`config.mk`:
```
export PLATFORM = sky130hd
export DESIGN_NAME = laundry_request_scheduler
export DESIGN_NICKNAME = d
export VERILOG_FILES = /design/src/rtl/laundry_pkg.sv /design/src/rtl/laundry_rr_arbiter.sv /design/src/rtl/laundry_request_scheduler.sv
export SDC_FILE = /design/constraint.sdc
export NUM_CORES = 1
export LEC_CHECK = 0
export BUFFER_PORTS_ARGS = -buffer_cell sky130_fd_sc_hd__buf_2
export CAP_MARGIN = 25
export CORE_AREA = 4 4 62 64
export DETAILED_ROUTE_END_ITERATION = 10
export DIE_AREA = 0 0 66 68
export PLACE_DENSITY_LB_ADDON = 0.08
export REMOVE_ABC_BUFFERS = 1
export SLEW_MARGIN = 30
export SYNTH_ARGS = -nofsm -noshare
export SYNTH_HDL_FRONTEND = slang
export SYNTH_SLANG_ARGS = --single-unit
```
`constraint.sdc`:
```
create_clock -name clk_i -period 3.85 [get_ports clk_i]
set_clock_uncertainty 0.05 [all_clocks]
set_input_delay 0.385 -clock clk_i [delete_from_list [all_inputs] [get_ports clk_i]]
set_output_delay 0.385 -clock clk_i [all_outputs]
set_load 0.01 [all_outputs]
```
`src/rtl/laundry_pkg.sv`:
```
// Shared types and constants for the laundry request scheduler: FSM states, the laundry-room floor,
// and default floor/timer widths used by the arbiter and the leg engine.
package laundry_pkg;

  typedef enum logic [2:0] {
    StIdle,
    StPickup,
    StToLaundry,
    StWash,
    StDeliver,
    StDone
  } state_e;

  localparam int unsigned LAUNDRY_FLOOR = 0;
  localparam int unsigned DEF_FLOOR_W   = 3;
  localparam int unsigned DEF_CNT_W     = 6;

endpackage

```
`src/rtl/laundry_rr_arbiter.sv`:
```
// Combinational round-robin search: first pending bit strictly after the pointer, wrapping.
// The pointer register itself lives in the parent.
module laundry_rr_arbiter #(
  parameter int unsigned NumFloors = 4,
  parameter int unsigned IdxW      = 2
) (
  input  logic [NumFloors-1:0] pending_i,
  input  logic [IdxW-1:0]      rr_ptr_i,
  output logic                 grant_valid_o,
  output logic [IdxW-1:0]      grant_idx_o
);

  always_comb begin
    grant_valid_o = 1'b0;
    grant_idx_o   = '0;
    // Offset NumFloors wraps back onto the pointer itself, so it is tried last.
    for (int unsigned off = 1; off <= NumFloors; off++) begin
      int unsigned idx;
      idx = (32'(rr_ptr_i) + off) % NumFloors;
      if (!grant_valid_o && pending_i[IdxW'(idx)]) begin
        grant_valid_o = 1'b1;
        grant_idx_o   = IdxW'(idx);
      end
    end
  end

endmodule

```
`src/rtl/laundry_request_scheduler.sv`:
```
// Round-robin laundry job scheduler: latches floor requests, grants one fairly, then runs a
// fetch / travel / wash / deliver job with one shared step-and-wash timer.
module laundry_request_scheduler
  import laundry_pkg::*;
#(
  parameter int unsigned NUM_FLOORS = 4,
  parameter int unsigned FLOOR_W    = DEF_FLOOR_W,
  parameter int unsigned TRAVEL_CYC = 10,
  parameter int unsigned WASH_CYC   = 50,
  parameter int unsigned CNT_W      = DEF_CNT_W
) (
  input  logic                  clk_i,
  input  logic                  reset_ni,
  input  logic                  start_i,
  input  logic [NUM_FLOORS-1:0] req_laundry_i,
  output logic [NUM_FLOORS-1:0] pending_o,
  output logic                  busy_o,
  output logic [FLOOR_W-1:0]    served_floor_o,
  output logic [FLOOR_W-1:0]    at_floor_o,
  output logic                  wash_active_o,
  output logic                  wash_done_o
);

  localparam int unsigned IdxW = (NUM_FLOORS > 1) ? $clog2(NUM_FLOORS) : 1;

  state_e                state_q;
  logic [NUM_FLOORS-1:0] pending_q, pending_d;
  logic [IdxW-1:0]       rr_ptr_q;
  logic [FLOOR_W-1:0]    served_floor_q;
  logic [FLOOR_W-1:0]    at_floor_q;
  logic [CNT_W-1:0]      timer_q;

  logic                  grant_valid;
  logic [IdxW-1:0]       grant_idx;
  logic                  grant_fire;
  logic [NUM_FLOORS-1:0] grant_mask;

  logic [FLOOR_W-1:0]    leg_target;
  logic [FLOOR_W-1:0]    step_floor;
  state_e                leg_next;
  logic                  travel_tc;
  logic                  wash_tc;

  laundry_rr_arbiter #(
    .NumFloors(NUM_FLOORS),
    .IdxW     (IdxW)
  ) u_arbiter (
    .pending_i    (pending_q),
    .rr_ptr_i     (rr_ptr_q),
    .grant_valid_o(grant_valid),
    .grant_idx_o  (grant_idx)
  );

  assign grant_fire = (state_q == StIdle) && start_i && grant_valid;
  assign grant_mask = {{(NUM_FLOORS-1){1'b0}}, grant_fire} << grant_idx;
  // A request landing on the bit being granted re-queues it.
  assign pending_d  = (pending_q & ~grant_mask) | req_laundry_i;

  always_comb begin
    leg_target = served_floor_q;
    leg_next   = StIdle;
    unique case (state_q)
      StPickup:    leg_next = StToLaundry;
      StToLaundry: begin
        leg_target = FLOOR_W'(LAUNDRY_FLOOR);
        leg_next   = StWash;
      end
      StDeliver:   leg_next = StDone;
      default:     leg_next = StIdle;
    endcase
  end

  assign step_floor = (at_floor_q < leg_target) ? at_floor_q + FLOOR_W'(1)
                                                : at_floor_q - FLOOR_W'(1);
  assign travel_tc  = (timer_q == CNT_W'(TRAVEL_CYC - 1));
  assign wash_tc    = (timer_q == CNT_W'(WASH_CYC - 1));

  always_ff @(posedge clk_i) begin
    if (!reset_ni) begin
      state_q        <= StIdle;
      pending_q      <= '0;
      rr_ptr_q       <= IdxW'(NUM_FLOORS - 1);
      served_floor_q <= '0;
      at_floor_q     <= '0;
      timer_q        <= '0;
    end else begin
      pending_q <= pending_d;
      unique case (state_q)
        StIdle: begin
          if (grant_fire) begin
            state_q        <= StPickup;
            served_floor_q <= FLOOR_W'(grant_idx) + FLOOR_W'(1);
            rr_ptr_q       <= grant_idx;
            timer_q        <= '0;
          end
        end
        StPickup, StToLaundry, StDeliver: begin
          if (at_floor_q == leg_target) begin
            state_q <= leg_next;
            timer_q <= '0;
          end else if (travel_tc) begin
            at_floor_q <= step_floor;
            timer_q    <= '0;
            if (step_floor == leg_target) state_q <= leg_next;
          end else begin
            timer_q <= timer_q + CNT_W'(1);
          end
        end
        StWash: begin
          if (wash_tc) begin
            state_q <= StDeliver;
            timer_q <= '0;
          end else begin
            timer_q <= timer_q + CNT_W'(1);
          end
        end
        StDone: begin
          state_q        <= StIdle;
          served_floor_q <= '0;
          timer_q        <= '0;
        end
        default: state_q <= StIdle;
      endcase
    end
  end

  assign pending_o      = pending_q;
  assign busy_o         = (state_q != StIdle);
  assign served_floor_o = served_floor_q;
  assign at_floor_o     = at_floor_q;
  assign wash_active_o  = (state_q == StWash);
  assign wash_done_o    = (state_q == StDone);

endmodule

```
==> impl_results.md <==
- Setup Total Neg Slack: 0 ns
- Power density over cell area: 437 nW/um^2
- Antenna violations before repair: 0
- Port Buffer Count: 19
- Largest driver fanout on the critical path: 12
- Number of hold-slack violations in the final timing report: 0
- Share of cells above drive strength 1: between 10% and 20%
- Dpl ws: around 0.48 ns
- Unrepaired setup endpoints after global routing: no
- Post-CTS setup buffers: 0
- Category of the critical setup timing path: reg -> reg
- Switching share of power: 39.2%
- Post-synth design cell area: 1290 um^2
- CTS Sinks: 21
- Final routed wirelength across all metal layers: 2.88 mm
- Core Rows: 21
- PnR worst setup slack: between 0.4 and 0.5 ns
- # setup viols final: 0
- Min cycle time layout: approximately 3.4 ns
- Final core area utilization: 44.6%
- Worst Tran Pin Value: approximately 0.61 ns
- Maximum root-to-sink buffer count: 2
- I/O pin count: 20
- Worst voltage drop across the vdd grid: around 0.00018 V
- Final Non-Filler Cells: between 200 and 250
- Synth unique cells: 46
- Post-CTS Hold Fix Bufs: 0
- Mean instance size in the synthesized netlist: about 8.4 um^2
- Ant diodes: 0
- Worst path required time: roughly 4.0 ns
- Post-detailed-route DRC marker count: 0
- Via total after detailed routing: about 1200
- Share of synthesized flip-flops with an asynchronous set or reset: 0%
- Initial core utilization: 39.2%
- Synth-to-layout area growth: 13.9%
- Clock transition time at the flip-flop clock pins of the worst setup and hold paths: about 0.12 ns
- P_sw: 0.000251 W
- Number of gates given a new drive strength after cts: 0
- Inst Count DP: 217
- Max Slew Vio Count: 0
- Top achievable clock speed: ~0.29 GHz
- NumNets Final: between 150 and 200
- Outcome: finished clean
- Kind of launch point of the worst setup path: register
- Dominant synthesized flop cell: sky130_fd_sc_hd__dfxtp_1
- Final ANT Viol Nets: 0
- Wire length of the first global-routing pass: slightly below 5 mm
- Count of warnings emitted by yosys: 0
- Average via count per standard cell: roughly 5.3
- Leading cell type in the layout, fill and taps excluded: sky130_fd_sc_hd__dfxtp_1
- Cell at the root of the clock tree: sky130_fd_sc_hd__clkbuf_4
- Clock group share of total power: between 10% and 20%
- Horizontal die dimension: between 60 and 70 um
- Reported leakage power: 0.629 nW
- Number of cells produced by synthesis: around 150
- Commonest cells after routing, fill and taps aside: sky130_fd_sc_hd__dfxtp_1, sky130_fd_sc_hd__buf_2, sky130_fd_sc_hd__nand2_1, sky130_fd_sc_hd__nor2_1
- Internal power consumption: between 0.0003 and 0.0004 W
- Clock latency at the later pin of the worst-skew pair: about 0.30 ns
- Number of global-route vias before repair: about 1100
- Part of the Yosys area used for sequential elements: between 30% and 40%
- Tot GR Track Use: ~14%
- Pin count of the biggest net entering global routing: 18
- #FFs+latches synth: 21
- Max Cap Violations: 0
- Relative contribution of sequential cells to total power: a little over two fifths
- Wire length per cell after detailed routing: ~13 um
- Kind of end point of the critical path: register
- TritonCTS Buffers: 3
- Core region area: about 3300 um^2
- Final Wtd Congestion: around 0.77
- Detailed-routing iteration count for the pre-antenna-repair pass: 6
- Global-route congestion overflow total: 0
- Proportion of power drawn by combinational gates: roughly two fifths
- Detailed-placement wirelength estimate: roughly 2.2 mm
- TritonCTS clock tree: yes
- Area enclosed by the die boundary: roughly 4500 um^2
- Part of the cycle the worst path needs: 88.7%
- Iteration-0 DRC Markers: 40
- Slew HR: between 50% and 60%
- Path class of the lowest-slack min-delay path: in -> reg
- Critical path arrival: 3.61 ns
- Deepest level of the CTS H-tree: 1
- Number of enable-type register cells in the synthesized netlist: 0
- Die extent in y: 68 um
[cell type report]
| cell class | instances | area [um^2] |
|---|---|---|
| Clock buffer | 3 | 22.5 |
| Clock inverter | 1 | 5.00 |
| Fill cell | 347 | 1820 |
| Inverter | 8 | 30.0 |
| Multi-Input combinational cell | 121 | 821 |
| Sequential cell | 21 | 420 |
| Tap cell | 46 | 57.6 |
| Timing Repair Buffer | 21 | 110 |
[state kept, by name, summed over array words and instances, names as in the netlist]
name / count
timer_q: 6
at_floor_o: 3
served_floor_o: 3
state_q: 3
pending_o: 4
rr_ptr_q: 2
[cell usage after synthesis (3+ instances only)]
library cell | number | share of area, %
sky130_fd_sc_hd__dfxtp_1 | 21 | 33
sky130_fd_sc_hd__nand2_1 | 17 | 5.0
sky130_fd_sc_hd__nor2_1 | 12 | 3.5
sky130_fd_sc_hd__a21oi_1 | 7 | 2.7
sky130_fd_sc_hd__nor2b_1 | 7 | 3.4
sky130_fd_sc_hd__ha_1 | 6 | 5.8
sky130_fd_sc_hd__inv_1 | 6 | 1.7
sky130_fd_sc_hd__nand2b_1 | 6 | 2.9
sky130_fd_sc_hd__and2_1 | 5 | 2.4
sky130_fd_sc_hd__o21a_1 | 5 | 2.9
sky130_fd_sc_hd__o21ai_1 | 4 | 1.6
sky130_fd_sc_hd__xnor2_1 | 4 | 2.7
sky130_fd_sc_hd__xor2_1 | 4 | 2.7
sky130_fd_sc_hd__and3_1 | 3 | 1.5
sky130_fd_sc_hd__clkbuf_1 | 3 | 0.87
sky130_fd_sc_hd__nand3_1 | 3 | 1.2
sky130_fd_sc_hd__o211ai_1 | 3 | 1.7
[path summary, 6_finish.rpt]
check | start | to | slack, ns | cells after the start
worst max-delay path | state_q[0]$_SDFFE_PN0P_ | state_q[0]$_SDFFE_PN0P_ | 0.44 | 11
worst min-delay path | req_laundry_i[2] | pending_o[2]$_SDFF_PN0_ | 0.23 | 2
worst max register to register | state_q[0]$_SDFFE_PN0P_ | state_q[0]$_SDFFE_PN0P_ | 0.44 | 11
worst min register to register | served_floor_o[0]$_SDFFE_PN0P_ | served_floor_o[0]$_SDFFE_PN0P_ | 0.46 | 2
[through the flow]
| step | total power [W] | hold slack, ns | instance area, um^2 |
|---|---|---|---|
| 3_5_place_dp | 0.000540 | 0.457 | 1440 |
| 4_1_cts | 0.000655 | 0.208 | 1470 |
| 6_report | 0.000641 | 0.231 | 1470 |
| 5_1_grt | 0.000702 | 0.219 | 1470 |
| 3_3_place_gp | 0.000535 | 0.436 | 1440 |
| 2_1_floorplan | 0.000466 | 0.397 | 1270 |
[worst max-delay path: stages (launching register included)]
cell                       delay [ns]
sky130_fd_sc_hd__dfxtp_1         0.44
sky130_fd_sc_hd__or3b_4          0.47
sky130_fd_sc_hd__and2_1          0.17
sky130_fd_sc_hd__ha_1            0.16
sky130_fd_sc_hd__and3b_1         0.24
sky130_fd_sc_hd__nor2_1          0.07
sky130_fd_sc_hd__fa_1            0.36
sky130_fd_sc_hd__or3_1           0.43
sky130_fd_sc_hd__a311oi_2        0.29
sky130_fd_sc_hd__o211ai_2        0.15
sky130_fd_sc_hd__a2111o_1        0.40
sky130_fd_sc_hd__a21boi_1        0.12
[power groups by stage]
stage                     clock network (W)  registers (W)  logic [W]
after detailed placement                  0       0.000283   0.000257
after global placement                    0       0.000280   0.000255
after CTS                          0.000118       0.000278   0.000259
final                              0.000106       0.000277   0.000257
after global routing               0.000123       0.000284   0.000295
after floorplan                           0       0.000285   0.000181
[logic make-up after synthesis]
family,after synthesis,share of synthesized area [%]
AND/OR/NAND/NOR,63,25.6
AO/OA/AOI/OAI,42,24.6
flip-flops,21,32.7
buffers and inverters,12,3.60
XOR/XNOR,8,5.44
adder cells (fa/ha/maj),7,7.39
multiplexers,1,0.777
[per-layer routing]
metal	share of wire, %	global-route usage [%]
met5	0	0
met4	0.97	5.33
met3	4.8	3.12
met2	41	21.9
met1	53	19.7
(Power assumes the default switching activity.)
